[src/rtl/lut_cfg_pkg.sv]
// Shared types and helpers for the LUT configuration writer.
// Holds the FSM state encoding, depth helper and the order-sensitive checksum step.
package lut_cfg_pkg;

  localparam int unsigned DATA_WIDTH_DEF    = 4;
  localparam int unsigned CONTROL_WIDTH_DEF = 4;

  typedef enum logic [2:0] {
    S_IDLE,
    S_WRITE,
    S_FLUSH,
    S_READ,
    S_DRAIN,
    S_CHECK
  } state_t;

  function automatic int unsigned lut_depth(input int unsigned cw);
    return 32'd1 << cw;
  endfunction

  // rotl(chk, 1) ^ value, confined to the low 'width' bits
  function automatic logic [31:0] chk_update(input logic [31:0] chk,
                                             input logic [31:0] value,
                                             input int unsigned width);
    logic [31:0] mask;
    logic [31:0] rot;
    mask = (width >= 32) ? '1 : ((32'd1 << width) - 32'd1);
    rot  = ((chk << 1) | ((chk & mask) >> (width - 1))) & mask;
    return rot ^ (value & mask);
  endfunction

endpackage

[src/rtl/lut_cfg_if.sv]
// Configuration stream plus LUT memory port seen by the writer.
interface lut_cfg_if
  import lut_cfg_pkg::*;
#(
  parameter int unsigned DATA_WIDTH    = DATA_WIDTH_DEF,
  parameter int unsigned CONTROL_WIDTH = CONTROL_WIDTH_DEF
);
  logic                     cfg_valid;
  logic [DATA_WIDTH-1:0]    cfg_data;
  logic                     cfg_ready;
  logic                     mem_we;
  logic                     mem_re;
  logic [CONTROL_WIDTH-1:0] mem_addr;
  logic [DATA_WIDTH-1:0]    mem_wdata;
  logic [DATA_WIDTH-1:0]    mem_rdata;

  modport slave (
    input  cfg_valid, cfg_data, mem_rdata,
    output cfg_ready, mem_we, mem_re, mem_addr, mem_wdata
  );

  modport master (
    output cfg_valid, cfg_data, mem_rdata,
    input  cfg_ready, mem_we, mem_re, mem_addr, mem_wdata
  );
endinterface

[src/rtl/lut_cfg_checksum.sv]
// Clear/enable accumulator of the rotl-xor checksum.
module lut_cfg_checksum
  import lut_cfg_pkg::*;
#(
  parameter int unsigned WIDTH = DATA_WIDTH_DEF
) (
  input  logic             clock,
  input  logic             reset,
  input  logic             clear,
  input  logic             enable,
  input  logic [WIDTH-1:0] data,
  output logic [WIDTH-1:0] chk
);

  always_ff @(posedge clock) begin
    if (reset || clear) begin
      chk <= '0;
    end else if (enable) begin
      chk <= WIDTH'(chk_update(32'(chk), 32'(data), WIDTH));
    end
  end

endmodule

[src/rtl/lut_cfg_writer.sv]
// Loads DEPTH LUT entries from a valid/ready stream, reads them back and
// compares write/read checksums, reporting done and a sticky error.
module lut_cfg_writer
  import lut_cfg_pkg::*;
#(
  parameter int unsigned DATA_WIDTH    = DATA_WIDTH_DEF,
  parameter int unsigned CONTROL_WIDTH = CONTROL_WIDTH_DEF
) (
  input  logic                   clock,
  input  logic                   reset,
  input  logic                   start,
  input  logic                   abort,
  lut_cfg_if.slave               bus,
  output logic                   busy,
  output logic                   done,
  output logic                   error,
  output logic [CONTROL_WIDTH:0] count
);

  localparam int unsigned DW    = DATA_WIDTH;
  localparam int unsigned CW    = CONTROL_WIDTH;
  localparam int unsigned DEPTH = lut_depth(CW);

  localparam logic [CW-1:0] LAST_ADDR  = CW'(DEPTH - 1);
  localparam logic [CW-1:0] ADDR_ONE   = CW'(1);
  localparam logic [CW:0]   FULL_COUNT = (CW + 1)'(DEPTH);
  localparam logic [CW:0]   COUNT_ONE  = (CW + 1)'(1);

  state_t          state, state_d;
  logic [CW-1:0]   wr_idx, wr_idx_d;
  logic [CW:0]     count_d;
  logic            error_d, done_d, busy_d;
  logic            mem_we_q, mem_we_d;
  logic            mem_re_q, mem_re_d;
  logic [CW-1:0]   mem_addr_q, mem_addr_d;
  logic [DW-1:0]   mem_wdata_q, mem_wdata_d;
  logic            rd_valid;
  logic            cfg_ready_c, handshake_c, chk_clear_c;
  logic [DW-1:0]   wr_chk, rd_chk;

  assign cfg_ready_c   = (state == S_WRITE) && !abort;
  assign handshake_c   = cfg_ready_c && bus.cfg_valid;
  assign bus.cfg_ready = cfg_ready_c;
  assign bus.mem_we    = mem_we_q;
  assign bus.mem_re    = mem_re_q;
  assign bus.mem_addr  = mem_addr_q;
  assign bus.mem_wdata = mem_wdata_q;

  lut_cfg_checksum #(.WIDTH(DW)) u_wr_chk (
    .clock (clock),
    .reset (reset),
    .clear (chk_clear_c),
    .enable(handshake_c),
    .data  (bus.cfg_data),
    .chk   (wr_chk)
  );

  lut_cfg_checksum #(.WIDTH(DW)) u_rd_chk (
    .clock (clock),
    .reset (reset),
    .clear (chk_clear_c),
    .enable(rd_valid),
    .data  (bus.mem_rdata),
    .chk   (rd_chk)
  );

  // State and registered outputs
  always_ff @(posedge clock) begin
    if (reset) begin
      state       <= S_IDLE;
      wr_idx      <= '0;
      count       <= '0;
      error       <= 1'b0;
      done        <= 1'b0;
      busy        <= 1'b0;
      mem_we_q    <= 1'b0;
      mem_re_q    <= 1'b0;
      mem_addr_q  <= '0;
      mem_wdata_q <= '0;
      rd_valid    <= 1'b0;
    end else begin
      state       <= state_d;
      wr_idx      <= wr_idx_d;
      count       <= count_d;
      error       <= error_d;
      done        <= done_d;
      busy        <= busy_d;
      mem_we_q    <= mem_we_d;
      mem_re_q    <= mem_re_d;
      mem_addr_q  <= mem_addr_d;
      mem_wdata_q <= mem_wdata_d;
      rd_valid    <= mem_re_q;
    end
  end

  // Next-state and next-output decode
  always_comb begin
    state_d     = state;
    wr_idx_d    = wr_idx;
    count_d     = count;
    error_d     = error;
    done_d      = 1'b0;
    mem_we_d    = 1'b0;
    mem_re_d    = 1'b0;
    mem_addr_d  = mem_addr_q;
    mem_wdata_d = mem_wdata_q;
    chk_clear_c = 1'b0;

    unique case (state)
      S_IDLE: begin
        if (start && !abort) begin
          state_d     = S_WRITE;
          wr_idx_d    = '0;
          count_d     = '0;
          error_d     = 1'b0;
          chk_clear_c = 1'b1;
        end
      end
      S_WRITE: begin
        if (handshake_c) begin
          mem_we_d    = 1'b1;
          mem_addr_d  = wr_idx;
          mem_wdata_d = bus.cfg_data;
          count_d     = (count == FULL_COUNT) ? count : count + COUNT_ONE;
          if (wr_idx == LAST_ADDR) begin
            state_d = S_FLUSH;
          end else begin
            wr_idx_d = wr_idx + ADDR_ONE;
          end
        end
      end
      S_FLUSH: begin
        state_d    = S_READ;
        mem_re_d   = 1'b1;
        mem_addr_d = '0;
      end
      S_READ: begin
        if (mem_addr_q == LAST_ADDR) begin
          state_d = S_DRAIN;
        end else begin
          mem_re_d   = 1'b1;
          mem_addr_d = mem_addr_q + ADDR_ONE;
        end
      end
      // The final read beat is accumulated on the edge that leaves DRAIN
      S_DRAIN: begin
        state_d = S_CHECK;
      end
      S_CHECK: begin
        state_d = S_IDLE;
        done_d  = 1'b1;
        error_d = (rd_chk != wr_chk);
      end
      default: begin
        state_d = S_IDLE;
      end
    endcase

    if (abort && (state != S_IDLE)) begin
      state_d  = S_IDLE;
      mem_we_d = 1'b0;
      mem_re_d = 1'b0;
      done_d   = 1'b0;
      error_d  = 1'b1;
    end

    busy_d = (state_d != S_IDLE);
  end

endmodule
[src/flat_wrapper.sv]
// flat-port wrapper written by rule: the top's interface ports become plain ports
module lut_cfg_writer_flat import lut_cfg_pkg::*;
#(
  parameter int unsigned DATA_WIDTH    = DATA_WIDTH_DEF,
  parameter int unsigned CONTROL_WIDTH = CONTROL_WIDTH_DEF
)
  (clock, reset, start, abort, busy, done, error, count, bus_cfg_valid, bus_cfg_data, bus_mem_rdata, bus_cfg_ready, bus_mem_we, bus_mem_re, bus_mem_addr, bus_mem_wdata);
  lut_cfg_if #(.DATA_WIDTH(DATA_WIDTH), .CONTROL_WIDTH(CONTROL_WIDTH)) bus_i ();
  input  logic clock;
  input  logic reset;
  input  logic start;
  input  logic abort;
  output logic busy;
  output logic done;
  output logic error;
  output logic [CONTROL_WIDTH:0] count;
  input wire logic [$bits(bus_i.cfg_valid)-1:0] bus_cfg_valid;
  input wire logic [$bits(bus_i.cfg_data)-1:0] bus_cfg_data;
  input wire logic [$bits(bus_i.mem_rdata)-1:0] bus_mem_rdata;
  output wire logic [$bits(bus_i.cfg_ready)-1:0] bus_cfg_ready;
  output wire logic [$bits(bus_i.mem_we)-1:0] bus_mem_we;
  output wire logic [$bits(bus_i.mem_re)-1:0] bus_mem_re;
  output wire logic [$bits(bus_i.mem_addr)-1:0] bus_mem_addr;
  output wire logic [$bits(bus_i.mem_wdata)-1:0] bus_mem_wdata;
  assign bus_i.cfg_valid = bus_cfg_valid;
  assign bus_i.cfg_data = bus_cfg_data;
  assign bus_i.mem_rdata = bus_mem_rdata;
  assign bus_cfg_ready = bus_i.cfg_ready;
  assign bus_mem_we = bus_i.mem_we;
  assign bus_mem_re = bus_i.mem_re;
  assign bus_mem_addr = bus_i.mem_addr;
  assign bus_mem_wdata = bus_i.mem_wdata;
  lut_cfg_writer #(.DATA_WIDTH(DATA_WIDTH), .CONTROL_WIDTH(CONTROL_WIDTH)) u_core (.clock(clock), .reset(reset), .start(start), .abort(abort), .bus(bus_i), .busy(busy), .done(done), .error(error), .count(count));
endmodule
[config.mk]
export PLATFORM = sky130hd
export DESIGN_NAME = lut_cfg_writer_flat
export DESIGN_NICKNAME = d
export VERILOG_FILES = /design/src/rtl/lut_cfg_pkg.sv /design/src/rtl/lut_cfg_if.sv /design/src/rtl/lut_cfg_checksum.sv /design/src/rtl/lut_cfg_writer.sv /design/src/flat_wrapper.sv
export SDC_FILE = /design/constraint.sdc
export NUM_CORES = 1
export LEC_CHECK = 0
export ABC_AREA = 1
export BUFFER_PORTS_ARGS = -buffer_cell sky130_fd_sc_hd__buf_4
export CORE_ASPECT_RATIO = 0.8
export CORE_MARGIN = 5
export CORE_UTILIZATION = 35
export CTS_CLUSTER_SIZE = 16
export DETAILED_ROUTE_END_ITERATION = 16
export GPL_ROUTABILITY_DRIVEN = 0
export GPL_TIMING_DRIVEN = 0
export REMOVE_ABC_BUFFERS = 1
export SLEW_MARGIN = 20
export SYNTH_ARGS = -nofsm -noshare
export SYNTH_HDL_FRONTEND = slang
export SYNTH_SLANG_ARGS = --single-unit
[constraint.sdc]
create_clock -name clock -period 1.62 [get_ports clock]
set_input_delay 0.324 -clock clock [delete_from_list [all_inputs] [get_ports clock]]
set_output_delay 0.324 -clock clock [all_outputs]
set_load 0.03 [all_outputs]
==> results of run 1 <==
[placed cells by master, fill, tap and decap left out, types with 2 or more instances in the layout]
| master | synthesis | routed |
|---|---|---|
| a21oi_1 | 22 | 22 |
| clkinv_2 | 0 | 2 |
| nand3_1 | 26 | 25 |
| inv_2 | 3 | 3 |
| dfxtp_1 | 34 | 32 |
| nand4_1 | 6 | 6 |
| nand2_1 | 52 | 51 |
| dfxtp_2 | 0 | 2 |
| inv_1 | 27 | 27 |
| ha_1 | 4 | 4 |
| xnor2_1 | 8 | 8 |
| nand2_2 | 3 | 3 |
| nor2_2 | 5 | 5 |
| buf_4 | 1 | 34 |
| clkbuf_8 | 0 | 5 |
| o21ai_1 | 2 | 2 |
| xor2_1 | 6 | 6 |
| nor2_4 | 3 | 3 |
| nor2_1 | 27 | 27 |
| o21ai_0 | 8 | 8 |
[logic make-up after synthesis]
group | after synthesis | synth area share (%)
AND/OR/NAND/NOR | 128 | 34.5
AO/OA/AOI/OAI | 35 | 10.0
buffers and inverters | 35 | 8.06
flip-flops | 34 | 37.8
XOR/XNOR | 14 | 6.81
adder cells (fa/ha/maj) | 4 | 2.78
[where the power goes]
part           total (uW)  switching, uW  internal [uW]
combinational         267            163            104
clock                 770            318            453
sequential            886           26.8            859
[how the worst max path moves through the flow]
stage / slack (ns) / to / start / depth (start not counted)
2_1_floorplan: 0.11 / u_core.count[0]$_SDFFE_PP0P_ / u_core.count[0]$_SDFFE_PP0P_ / 10
3_3_place_gp: -0.14 / u_core.count[0]$_SDFFE_PP0P_ / u_core.state[0]$_SDFF_PP0_ / 7
3_5_place_dp: -0.12 / u_core.wr_idx[1]$_SDFFE_PP0P_ / u_core.state[0]$_SDFF_PP0_ / 8
4_1_cts: 0.005 / bus_cfg_ready / u_core.state[2]$_SDFF_PP0_ / 4
5_1_grt: 0.003 / bus_cfg_ready / u_core.state[1]$_SDFF_PP0_ / 4
6_report: 0.07 / bus_cfg_ready / u_core.state[1]$_SDFF_PP0_ / 4
[what timing repair did]
action / CTS / global route
resized for setup: 3 / 4
buffers inserted: 1 / 2
endpoints found under the setup margin: 10 / 4
pin swaps: 1 / 0
[flip-flops by register name (all words and copies together), names as in the netlist, 3 cells and up]
register and flops:
u_core.count 5, u_core.bus.mem_addr 4, u_core.bus.mem_wdata 4, u_core.u_rd_chk.chk 4
u_core.u_wr_chk.chk 4, u_core.wr_idx 4, u_core.state 3
[per-layer routing]
metal  share of wire (%)  wire [um]  up-vias  GRT usage, %
li1                    -          -      878             -
met1                  51       2100      689          18.0
met2                  42       1730       33          19.5
met3                 4.7        191        8          4.15
met4                 1.4         58        0          4.96
met5                   0          0        -             0
[layout make-up]
| type | instances | area share [%] |
|---|---|---|
| clock buffers | 5 | 3.07 |
| clock inverters | 3 | 1.79 |
| inverters | 30 | 5.02 |
| multi-input cells | 181 | 44.8 |
| flip-flops and latches | 34 | 30.5 |
| well taps | 62 | 3.46 |
| repair buffers | 34 | 11.4 |
[through the flow]
step	worst slack [ns]	cell area [sq um]	setup TNS (ns)	util [%]	power (uW)
6_report	0.0709	2240	0	44.8	1920
4_1_cts	0.00499	2210	0	44.1	1940
5_1_grt	0.00322	2240	0	44.8	2020
3_3_place_gp	-0.137	2080	-1.07	41.5	1150
3_5_place_dp	-0.118	2080	-0.821	41.5	1150
2_1_floorplan	0.115	1770	0	-	1060
[worst register-to-register path, stage by stage (launching register included)]
cell,delay [ns]
dfxtp_1,0.43
inv_1,0.10
ha_1,0.20
nand2_1,0.06
inv_1,0.03
nand2_1,0.06
nor2_2,0.05
nor2_4,0.15
nand2_2,0.12
nand2_1,0.07
nand2_1,0.05
nor2_1,0.07
==> results_dict.tcl, run 1 <==
set metrics [dict create \
    grt_pass1_wl_um 7130 \
    ir_drop_mv 0.538 \
    cts_buffer_depth 2 \
    regArea_sq_um 683 \
    status "finished clean" \
    num_vias 1608 \
    synthToLayoutAreaGrowth_pct 24.5 \
    cp_top_family "flip-flops" \
    rsz0062_at_grt "false" \
    overflow 0 \
    syn_avg_cell_area_sq_um 7.20 \
    drt_iter0_markers 80 \
    nNetsFinal 303 \
    row_count 23 \
    holdWs_ns 0.307 \
    multiInputGateArea_sq_um 1000 \
    finalCritPeriodShare_pct 95.6 \
    netlist_area_sq_um 1800 \
    critPathMaxStageDelay_ns 0.35 \
    wl_per_cell_um 11.7 \
    synth_flop_cell "dfxtp_1" \
    hold_violations 0 \
    place_inst 338 \
    cts.sink_count 34 \
    holdBufCountCts 0 \
    ff2ff_setup_slack_ns 0.17 \
    cts_tree "done" \
    power_density_nw_per_um2 857 \
    end_kind "primary output" \
    grt_max_degree 14 \
    die_h_um 74.2 \
    antenna_found_initial 0 \
    min_delay_path_depth 2 \
    ant_nets 0 \
    critPathSlowestCell "dfxtp_1" \
    cp_max_fo 4 \
    hold_class "in -> reg" \
    core-area_sq_um 5010 \
    port_buffers 31 \
    drc_errors 0 \
    yosysMostFrequentCell "nand2_1" \
    hp-start "reset" \
    critPathBufInv 2 \
    cp_cell_sequence "inv_1 > nand3_4 > nor2_8 > buf_4" \
    setup_violations 0 \
    die_w_um 90.2 \
    drv_cap 0 \
    synth_top_area_cell "dfxtp_1" \
    ys_seq_area_share_pct 37.8 \
    fillers 531 \
    fin_crit_ns 1.55 \
    cp.required_ns 1.30 \
    dr.pass1.iters 4 \
    dieArea_sq_um 6690 \
    synth_top_cell_area_share_pct 37.8 \
    crit_type "reg -> out" \
    synth.distinct_cells 29 \
    groute.usage.overall_pct 13.1 \
    worstMarginPinSlew_ns 0.339 \
    fmax_ghz 0.646 \
    clkTransAtPathRegs_ns 0.07 \
    finalMaxSlewViolations 0 \
    synthTopCellsByArea "dfxtp_1, nand2_1, nand3_1, a21oi_1, inv_1" \
    clk_latency_ns 0.29 \
    r2r-start "u_core.count[0]$_SDFFE_PP0P_" \
    startpoint_type "register" \
    r2r_cells 11 \
    r2r_end "u_core.count[1]$_SDFFE_PP0P_" \
    cts_buffers 5 \
    min_to "u_core.wr_idx[3]$_SDFFE_PP0P_" \
    synth-seq-cells 34 \
    netlist_top_cells_count "nand2_1, dfxtp_1, inv_1, nor2_1, nand3_1" \
    synth-edff-count 0 \
    diodes 0 \
    arrival_ns 1.23 \
    slew_headroom_pct 77.4 \
    yosys_warnings 0 \
    grt_pass1_vias 1518 \
    drive_gt1_share_pct 22.6 \
    h-tree-depth 2 \
    initial_core_util_pct 36.0 \
    fin_skew_ns 0.00548 \
    vias_per_cell 4.61 \
    clockRootBuffer "clkbuf_8" \
    io_pins 32 \
    synthArstFlopShare_pct 0 \
    dp_hpwl_um 2900 \
    syn-instance-count 250 \
    stdcell_count 349 \
    leakage_uw 0.00103 \
    totalWireLength_um 4070 \
]
(Power assumes the default switching activity.)
==> inputs of run 2 (changes only) <==
--- a/config.mk
+++ b/config.mk
@@ -12,10 +12,9 @@
 export CORE_UTILIZATION = 35
 export CTS_CLUSTER_SIZE = 16
 export DETAILED_ROUTE_END_ITERATION = 16
-export GPL_ROUTABILITY_DRIVEN = 0
 export GPL_TIMING_DRIVEN = 0
 export REMOVE_ABC_BUFFERS = 1
-export SLEW_MARGIN = 20
+export SLEW_MARGIN = 30
 export SYNTH_ARGS = -nofsm -noshare
 export SYNTH_HDL_FRONTEND = slang
 export SYNTH_SLANG_ARGS = --single-unit
==> constraint.sdc (replaced) <==
create_clock -name clock -period 1.3 [get_ports clock]
set_input_delay 0.26 -clock clock [delete_from_list [all_inputs] [get_ports clock]]
set_output_delay 0.26 -clock clock [all_outputs]
set_load 0.03 [all_outputs]
==> results_dict.tcl, run 2 (synthesis results as in run 1) <==
set metrics [dict create \
    drc_errors 0 \
    slew_headroom_pct 78.0 \
    cp.required_ns 1.04 \
    antenna_found_initial 0 \
    clockRootBuffer "clkbuf_8" \
    grt_pass1_vias 1580 \
    synthToLayoutAreaGrowth_pct 47.5 \
    fmax_ghz 0.752 \
    total_power_uw 2500 \
    violations "setup timing" \
    cts_buffers 5 \
    top_register "u_core.count" \
    fin_crit_ns 1.33 \
    status "finished, violations left" \
    ant_nets 0 \
    finalCritPeriodShare_pct 102 \
    end_kind "primary output" \
    die_h_um 74.2 \
    startpoint_type "register" \
    drt_iter0_markers 60 \
    hold_class "in -> reg" \
    setup_slack_ns -0.0305 \
    nNetsFinal 325 \
    grt_pass1_wl_um 7410 \
    layout_commonest_cell "buf_4" \
    finalMaxSlewViolations 0 \
    place_inst 338 \
    rsz0062_at_grt "true" \
    holdBufCountCts 0 \
    grt_max_degree 14 \
    h-tree-depth 2 \
    most-common-layout-cells "buf_4, nand2_1, nor2_1" \
    pre_cts_slack_ns -0.438 \
    hold_violations 0 \
    core-area_sq_um 5010 \
    initial_core_util_pct 36.0 \
    fin_skew_ns 0.00563 \
    cts_buffer_depth 2 \
    ir_drop_mv 0.716 \
    num_vias 1720 \
    drive_gt1_share_pct 42.1 \
    dp_hpwl_um 2900 \
    cts.sink_count 34 \
    fillers 478 \
    clk_latency_ns 0.29 \
    cp_max_fo 4 \
    diodes 0 \
    totalWireLength_um 4720 \
    leakage_uw 0.00116 \
    clkTransAtPathRegs_ns 0.07 \
    row_count 23 \
    largest_reg_flops 5 \
    worstMarginPinSlew_ns 0.329 \
    crit_type "reg -> out" \
    io_pins 32 \
    critPathSlowestCell "dfxtp_4" \
    arrival_ns 1.07 \
    groute.usage.overall_pct 13.7 \
    setup_violations 1 \
    critPathMaxStageDelay_ns 0.38 \
    overflow 0 \
    die_w_um 90.2 \
    power_density_nw_per_um2 942 \
    dieArea_sq_um 6690 \
    vias_per_cell 4.64 \
    drv_cap 0 \
    port_buffers 31 \
    place_congestion 0.823 \
    wl_per_cell_um 12.7 \
    cp_cell_sequence "inv_4 > nand3_4 > nor2_8 > buf_6" \
    dr.pass1.iters 4 \
    cts_tree "done" \
    stdcell_count 371 \
]
## run 2: cell count changes in the layout (fill, tap and decap cells not counted), sizes merged
cell      before  now
clkinvlp       0    1
inv           30   29
buf           34   56
## run 2: layer usage
metal | up-vias | global-route usage, % | part of all wire [%]
li1 | 923 | - | -
met1 | 760 | 18.3 | 48
met2 | 29 | 21.2 | 47
met3 | 8 | 4.04 | 3.7
met4 | 0 | 4.96 | 1.3
met5 | - | 0 | 0
## run 2: path summary, 6_finish.rpt
check | start | cells after the start | slack, ns | endpoint
worst max register to register | u_core.state[0]$_SDFF_PP0_ | 9 | 0 | u_core.count[1]$_SDFFE_PP0P_
worst min-delay path | reset | 2 | 0.25 | u_core.count[2]$_SDFFE_PP0P_
worst min register to register | u_core.bus.mem_re$_SDFF_PP0_ | 2 | 0.42 | u_core.rd_valid$_SDFF_PP0_
worst max-delay path | u_core.state[1]$_SDFF_PP0_ | 4 | -0.03 | bus_cfg_ready
## run 2: final cells by class
class / instances / area, sq um / share of cell area (%)
Multi-Input combinational cell: 181 / 1160 / 43.6
Sequential cell: 34 / 712 / 26.8
Clock inverter: 3 / 40.0 / 1.51
Inverter: 30 / 126 / 4.76
Clock buffer: 5 / 68.8 / 2.59
Timing Repair Buffer: 56 / 472 / 17.8
Tap cell: 62 / 77.6 / 2.92
## run 2: power breakdown
group / total (uW) / switching, uW / internal, uW
Combinational: 448 / 255 / 193
Sequential: 1100 / 33.4 / 1060
Clock: 956 / 392 / 564
Total: 2500 / 681 / 1820
## run 2: critical path, delay by kind of cell (launching register included)
| family | cells | cell delay (ns) |
|---|---|---|
| simple gates | 2 | 0.20 |
| flops | 1 | 0.38 |
| buf+inv | 2 | 0.19 |
## run 2: timing repair
| item | in CTS | in global routing |
|---|---|---|
| buffers inserted | 11 | 14 |
| setup endpoints to repair | 24 | 31 |
| hold endpoints to repair | 0 | 0 |
| resized for setup | 23 | 59 |
| pin swaps | 6 | 15 |
## run 2: metrics by stage
stage	TNS (ns)	util, %	area [sq um]	hold slack [ns]
4_1_cts	-0.128	46.6	2330	0.238
5_1_grt	-0.720	53.0	2660	0.260
3_5_place_dp	-5.90	41.5	2080	0.416
6_report	-0.0305	53.0	2660	0.252
2_1_floorplan	-2.28	-	1770	0.329
3_3_place_gp	-6.31	41.5	2080	0.415
==> inputs of run 3 (changes only) <==
--- a/config.mk
+++ b/config.mk
@@ -6,13 +6,15 @@
 export NUM_CORES = 1
 export LEC_CHECK = 0
 export ABC_AREA = 1
-export BUFFER_PORTS_ARGS = -buffer_cell sky130_fd_sc_hd__buf_4
+export BUFFER_PORTS_ARGS = -buffer_cell sky130_fd_sc_hd__buf_2
 export CORE_ASPECT_RATIO = 0.8
 export CORE_MARGIN = 5
 export CORE_UTILIZATION = 35
+export CTS_CLUSTER_DIAMETER = 100
 export CTS_CLUSTER_SIZE = 16
 export DETAILED_ROUTE_END_ITERATION = 16
 export GPL_TIMING_DRIVEN = 0
+export PLACE_DENSITY = 0.57
 export REMOVE_ABC_BUFFERS = 1
 export SLEW_MARGIN = 30
 export SYNTH_ARGS = -nofsm -noshare
==> results_dict.tcl, run 3 (synthesis results as in run 1) <==
set metrics [dict create \
    status "finished, violations left" \
    violations "setup timing" \
    wl_per_cell_um 11.9 \
    holdBufCountCts 0 \
    most-common-layout-cells "nand2_1, buf_2, nor2_1" \
    place_area_sq_um 2000 \
    pre_cts_slack_ns -0.440 \
    ir_drop_mv 0.721 \
    hold_violations 0 \
    finalMaxSlewViolations 0 \
    num_vias 1724 \
    setup_slack_ns -0.0420 \
    diodes 0 \
    met1_usage_pct 18.0 \
    top_register "u_core.count" \
    dr.pass1.iters 4 \
    cp.required_ns 1.04 \
    port_buffers 31 \
    cp_max_fo 4 \
    hold_class "in -> reg" \
    cts_buffer_depth 2 \
    slew_headroom_pct 79.8 \
    clkTransAtPathRegs_ns 0.07 \
    leakage_uw 0.00108 \
    grt_pass1_wl_um 7210 \
    startpoint_type "register" \
    nNetsFinal 316 \
    cp-startpoint "u_core.state[1]$_SDFF_PP0_" \
    grtUsageMet2_pct 20.3 \
    gr-usage-met3_pct 3.74 \
    end_kind "primary output" \
    fmax_ghz 0.745 \
    synthToLayoutAreaGrowth_pct 32.2 \
    setup_violations 1 \
    initial_core_util_pct 36.0 \
    fin_crit_ns 1.34 \
    clockRootBuffer "clkbuf_8" \
    worstMarginPinSlew_ns 0.301 \
    r2r-start "u_core.state[1]$_SDFF_PP0_" \
    holdWs_ns 0.263 \
    place_congestion 0.797 \
    totalWireLength_um 4310 \
    grt_max_degree 14 \
    min_delay_path_depth 3 \
    clk_latency_ns 0.28 \
    layout_commonest_cell "nand2_1" \
    power_density_nw_per_um2 945 \
    groute.usage.overall_pct 13.0 \
    grt_pass1_vias 1541 \
    dieArea_sq_um 6690 \
    rsz0062_at_grt "true" \
    cts_tree "done" \
    r2r_cells 9 \
    row_count 23 \
    hp-start "bus_cfg_data[3]" \
    core-area_sq_um 5010 \
    die_w_um 90.2 \
    drive_gt1_share_pct 34.3 \
    h-tree-depth 2 \
    largest_reg_flops 5 \
    drv_cap 0 \
    fillers 512 \
    grt_busiest_layer "met2" \
    drc_errors 0 \
    overflow 0 \
    cts.sink_count 34 \
    arrival_ns 1.08 \
    cts_buffers 5 \
    die_h_um 74.2 \
    final_util_pct 47.5 \
    ant_nets 0 \
    drt_iter0_markers 81 \
    finalInstanceArea_sq_um 2380 \
    vias_per_cell 4.76 \
    crit_type "reg -> out" \
    io_pins 32 \
    finalCritPeriodShare_pct 103 \
    dp_hpwl_um 2850 \
    fin_skew_ns 0.00297 \
    antenna_found_initial 0 \
]
-- run 3: through the flow --
stage | TNS (ns) | total power (uW) | std cells
after global routing | -1.02 | 2370 | 362
after global placement | -6.05 | 1420 | 338
final | -0.0420 | 2250 | 362
after detailed placement | -5.65 | 1420 | 338
after floorplan | -2.28 | 1320 | 245
after CTS | -0.0465 | 2240 | 358
-- run 3: final cells by class --
class	instances	area (sq um)	share of cell area [%]
clock buffers	7	86.3	3.63
clock inverters	1	5.00	0.210
inverters	30	118	4.94
multi-input cells	181	1100	46.1
flip-flops and latches	34	711	29.9
well taps	62	77.6	3.26
repair buffers	47	285	12.0
-- run 3: what timing repair did --
item | CTS | global route
pin swaps | 8 | 10
buffers inserted | 12 | 4
hold endpoints to repair | 0 | 0
endpoints found under the setup margin | 24 | 27
resized for setup | 27 | 27
-- run 3: final timing paths --
kind	to	slack (ns)
max	bus_cfg_ready	-0.04
min	u_core.bus.mem_wdata[3]$_SDFFE_PP0P_	0.26
max reg2reg	u_core.wr_idx[1]$_SDFFE_PP0P_	0
min reg2reg	u_core.rd_valid$_SDFF_PP0_	0.42
-- run 3: layer usage --
metal / wire (um) / up-vias
met2: 1900 / 45
li1: - / 909
met1: 2160 / 768
met4: 15 / 0
met5: 0 / -
met3: 230 / 2
-- run 3: worst max-delay path: stages (launching register included) --
cell	delay (ns)
dfxtp_4	0.37
inv_4	0.08
nand3_4	0.10
nor2_8	0.11
buf_6	0.14
-- run 3: power by group --
group,leakage [uW],total [uW],internal (uW),switching (uW)
logic,0.000752,363,134,230
clock network,0.0000482,793,427,366
registers,0.000282,1090,1060,27.1
